--- src/rtl/instr_fetch_unit.sv ---
// Fetch sequencer: steps the PC, reads instruction memory and hands each
// instruction to the decoder over a valid/ready handshake. Jumps reload the PC
// and discard any fetch that is still in flight.
module instr_fetch_unit #(
    parameter int unsigned ADDR_WIDTH  = 12,
    parameter int unsigned INSTR_WIDTH = 16
) (
    input  logic                   clk,
    input  logic                   rst,
    input  logic [ADDR_WIDTH-1:0]  pcIn,
    output logic                   pcIncEn,
    output logic                   pcWrEn,
    output logic [ADDR_WIDTH-1:0]  pcWrData,
    output logic [ADDR_WIDTH-1:0]  memAddr,
    output logic                   memRdEn,
    input  logic [INSTR_WIDTH-1:0] memData,
    input  logic                   memValid,
    input  logic                   stall,
    input  logic                   jumpEn,
    input  logic [ADDR_WIDTH-1:0]  jumpAddr,
    output logic [INSTR_WIDTH-1:0] instrOut,
    output logic                   instrValid,
    input  logic                   instrReady,
    output logic [15:0]            fetchCount
);
    localparam int unsigned COUNT_WIDTH = 16;

    typedef enum logic [2:0] {IDLE, REQ, WAIT, HOLD, DRAIN} state_t;

    state_t                   state;
    state_t                   stateNext;
    logic                     handshake;
    logic [ADDR_WIDTH-1:0]    pcAhead;

    logic                     pcIncEnNxt;
    logic                     pcWrEnNxt;
    logic [ADDR_WIDTH-1:0]    pcWrDataNxt;
    logic [ADDR_WIDTH-1:0]    memAddrNxt;
    logic                     memRdEnNxt;
    logic [INSTR_WIDTH-1:0]   instrOutNxt;
    logic                     instrValidNxt;
    logic [COUNT_WIDTH-1:0]   fetchCountNxt;

    assign handshake = (state == HOLD) && instrValid && instrReady;

    // PC as it will read next cycle: a load or increment strobe issued this
    // cycle has not reached pcIn yet, so the next request address must include it
    assign pcAhead = pcWrEn  ? pcWrData :
                     pcIncEn ? pcIn + ADDR_WIDTH'(1) : pcIn;

    // State and registered outputs
    always_ff @(posedge clk) begin
        if (rst) begin
            state      <= IDLE;
            pcIncEn    <= 1'b0;
            pcWrEn     <= 1'b0;
            pcWrData   <= '0;
            memAddr    <= '0;
            memRdEn    <= 1'b0;
            instrOut   <= '0;
            instrValid <= 1'b0;
            fetchCount <= '0;
        end else begin
            state      <= stateNext;
            pcIncEn    <= pcIncEnNxt;
            pcWrEn     <= pcWrEnNxt;
            pcWrData   <= pcWrDataNxt;
            memAddr    <= memAddrNxt;
            memRdEn    <= memRdEnNxt;
            instrOut   <= instrOutNxt;
            instrValid <= instrValidNxt;
            fetchCount <= fetchCountNxt;
        end
    end

    // Next state; a jump overrides every other transition
    always_comb begin
        stateNext = state;
        if (jumpEn) begin
            case (state)
                REQ:         stateNext = DRAIN;
                WAIT, DRAIN: stateNext = memValid ? IDLE : DRAIN;
                default:     stateNext = IDLE;
            endcase
        end else begin
            case (state)
                IDLE:    if (!stall) stateNext = REQ;
                REQ:     stateNext = WAIT;
                WAIT:    if (memValid) stateNext = HOLD;
                HOLD:    if (handshake) stateNext = stall ? IDLE : REQ;
                DRAIN:   if (memValid) stateNext = IDLE;
                default: stateNext = IDLE;
            endcase
        end
    end

    // Next values of the registered outputs
    always_comb begin
        pcIncEnNxt    = 1'b0;
        pcWrEnNxt     = 1'b0;
        pcWrDataNxt   = pcWrData;
        memAddrNxt    = memAddr;
        memRdEnNxt    = 1'b0;
        instrOutNxt   = instrOut;
        instrValidNxt = instrValid;
        fetchCountNxt = fetchCount;
        if (jumpEn) begin
            pcWrEnNxt     = 1'b1;
            pcWrDataNxt   = jumpAddr;
            instrValidNxt = 1'b0;
        end else begin
            if (stateNext == REQ) begin
                memRdEnNxt = 1'b1;
                memAddrNxt = pcAhead;
            end
            if (state == WAIT && memValid) begin
                instrOutNxt   = memData;
                instrValidNxt = 1'b1;
                pcIncEnNxt    = 1'b1;
            end
            if (handshake) begin
                instrValidNxt = 1'b0;
                fetchCountNxt = fetchCount + COUNT_WIDTH'(1);
            end
        end
    end
endmodule

--- config.mk ---
export PLATFORM = sky130hd
export DESIGN_NAME = instr_fetch_unit
export DESIGN_NICKNAME = d
export VERILOG_FILES = /design/src/rtl/instr_fetch_unit.sv
export SDC_FILE = /design/constraint.sdc
export NUM_CORES = 1
export LEC_CHECK = 0
export ABC_AREA = 1
export CORE_MARGIN = 3
export CORE_UTILIZATION = 49
export CTS_BUF_LIST = sky130_fd_sc_hd__clkbuf_4 sky130_fd_sc_hd__clkbuf_8 sky130_fd_sc_hd__clkbuf_16
export CTS_CLUSTER_DIAMETER = 60
export DETAILED_ROUTE_END_ITERATION = 8
export GPL_TIMING_DRIVEN = 0
export PLACE_DENSITY = 0.95
export SETUP_SLACK_MARGIN = 0.05
export SKIP_LAST_GASP = 1
export SYNTH_ARGS = -nofsm -noshare
export SYNTH_HDL_FRONTEND = slang
export SYNTH_SLANG_ARGS = --single-unit
--- constraint.sdc ---
create_clock -name clk -period 3.9 [get_ports clk]
set_input_delay 0.39 -clock clk [delete_from_list [all_inputs] [get_ports clk]]
set_output_delay 0.39 -clock clk [all_outputs]
set_load 0.02 [all_outputs]
==> run summary <==
Critical Path Fanout Max: 10
Fillers: 439
startpoint class of the critical path: primary input
peak supply drop: 0.223 mV
area grow syn2layout: 44.9%
clk_skew: 0.00521 ns
CTS Sinks: 63
share of cells above drive strength 1: 7.30%
hold depth: 2
Pwr Density: 339 nW/um^2
Max H-tree Level: 3
post-CTS resize count: 0
Die X: 84.5 microns
hpwl dp: 6.68 mm
clock transition at the registers of the reported paths: 0.06 ns
post-synth top area cell: dfxtp_1
core area: 5740 sq um
routability cong.: 0.935
Final #Nets: 605
Clock Tree Root: clkbuf_8
Slew HR: 58.9%
# hold bufs at CTS: 0
Fin. Hold Viols: 0
CTS Buf Count: 9
FF+latch count, synth: 63
Avg Cell Area, Syn: 6.84 sq um
global route overflow: 0
Worst Tran Pin Value: 0.616 ns
num rows: 27
DR vias: 3376
most frequent CP cell: clkbuf_1
Buffers on Ports: 105
Worst Path Required: 4.18 ns
maximum capacitance violations: 0
Slowest cell on crit path: clkdlybuf4s50_1
DIE AREA: 7130 sq um
worst-skew pair later-pin latency: 0.34 ns
router iterations before antenna repair: 5
Fin Hold WS: 0.473 ns
post-synthesis async set-or-reset flop share: 0%
post-CTS setup buffers: 0
Bufs on Longest Clock Path: 2
count of different cell masters after synthesis: 33
antenna-violating nets left: 0
WP data arrival: 2.17 ns
status: finished clean
post-synthesis sequential area ratio: 41.8%
Crit path largest cell delay: 0.50 ns
Post-Synthesis Cells: 441
GRT Overall Usage: 25.6%
Diodes inserted: 0
Vert. Die Dim: 84.5 microns
initial core utilization: 52.5%
Routed WL: 8.98 mm
largest net degree at the start of global routing: 11
kind of critical path: primary input to flip-flop
number of synthesized flops with an enable pin: 0
DR DRC count: 0
Post-Route Setup TNS: 0 ns
area of the mapped netlist: 3020 sq um
nature of the critical path endpoint: flip-flop
FF/Latch Area: 1260 sq um
vias in the first global route: 3252
top-count cell post-synth: nand2_1
period utilization: 48.4%
global-route wire length before repair: 14.8 mm
antenna violations before repair: 0
unrepaired setup endpoints after global routing: false
Cell Chain, Critical Path: clkdlybuf4s50_1 -> inv_1 -> clkbuf_1 -> clkbuf_1 -> nand3_1 -> nand2_1
leakage: 1.75 nW
Max Slew Vio Count: 0
Worst Reg-to-Reg Cells: 8
Ys Warns: 0
Highest Clock Rate: 530 MHz
wire length per cell: 14.2 microns
crit path time final: 1.89 ns
IO Count: 106
# setup viols final: 0
top-area cell type share of the netlist area: 41.8%
Multi-input gate area: 1530 sq um
Initial DRC Count: 274
top cells by area, synth: dfxtp_1 (42%), nand2_1 (14%), nor2_1 (9.5%)
Via-to-Cell Ratio: 5.32
Post-synth top cells: nand2_1 (109), nor2_1 (76), dfxtp_1 (63)
CTS tree: done
Post-Syn Nets: 489
hold crit path type: flip-flop to flip-flop
Post-synth top flop: dfxtp_1
==> final cells by class <==
cell class,instances,share of cell area (%)
plain buffers,17,1.89
clock buffers,13,3.95
clock inverters,3,0.916
inverters,38,3.26
multi-input cells,323,35.0
flip-flops and latches,63,28.9
well taps,72,2.06
repair buffers,105,24.0
==> placed cells by master (no fill, tap or decap), types with 2 or more instances in the layout <==
master             n
nand2_1          109
clkdlybuf4s50_1  105
nor2_1            76
dfxtp_1           63
inv_1             36
nand3_1           33
o21ai_0           33
a21oi_1           23
clkbuf_8          12
clkbuf_1           8
xnor2_1            6
xor2_1             6
nand4_1            6
buf_2              5
nor3_1             4
a21oi_2            4
nand2_2            3
nor2_2             3
o21a_1             3
nor2_4             2
inv_2              2
a31oi_1            2
ha_1               2
clkinv_2           2
==> critical path, delay by kind of cell <==
kind | cells | cell delay (ns)
simple gates | 2 | 0.27
buf+inv | 4 | 1.49
==> power breakdown <==
part           leakage (nW)  switching, W  internal (W)  total (W)
Combinational          1.12      0.000106     0.0000999   0.000206
Sequential            0.512     0.0000134      0.000664   0.000677
Clock                 0.113      0.000244      0.000353   0.000596
Total                  1.75      0.000364       0.00112    0.00148
==> sequential cells by signal (all words and copies together), names as in the netlist <==
name,count
fetchCount,16
pcWrEn,1
instrValid,1
memRdEn,1
pcWrData,12
pcIncEn,1
state,3
memAddr,12
instrOut,16
==> worst paths after layout <==
path / start / endpoint / slack [ns]
worst min register to register: memAddr[2] / memAddr[2] / 0.47
worst max register to register: pcIncEn / memAddr[7] / 2.23
worst max-delay path: rst / pcWrData[3] / 2.01
worst min-delay path: memAddr[2] / memAddr[2] / 0.47
==> cell families (layout without fill, tap and decap cells) <==
kind of cell | count (synthesis) | after routing | share of synthesized area (%)
AND/OR/NAND/NOR | 241 | 241 | 34.1
adder cells (fa/ha/maj) | 2 | 2 | 0.829
buffers and inverters | 55 | 176 | 7.47
AO/OA/AOI/OAI | 68 | 68 | 12.3
XOR/XNOR | 12 | 12 | 3.48
flip-flops | 63 | 63 | 41.8
==> stage by stage <==
step,instance area (sq um),cells,total power [W],setup slack [ns],util [%]
4_1_cts,4370,634,0.00149,2.04,76.1
3_3_place_gp,4160,618,0.000889,1.73,72.4
3_5_place_dp,4160,618,0.000894,1.68,72.4
6_report,4370,634,0.00148,2.01,76.1
2_1_floorplan,3020,441,0.000783,2.46,-
5_1_grt,4370,634,0.00154,1.91,76.1
==> layer usage <==
metal  up-vias  routed length [microns]  GRT usage, %
met5         -                        0             0
met4         0                      242          12.5
met3        25                      677          6.97
met2       136                     4410          43.6
met1      1575                     3650          29.6
li1       1640                        -             -
Power figures use the tool's default switching activity.
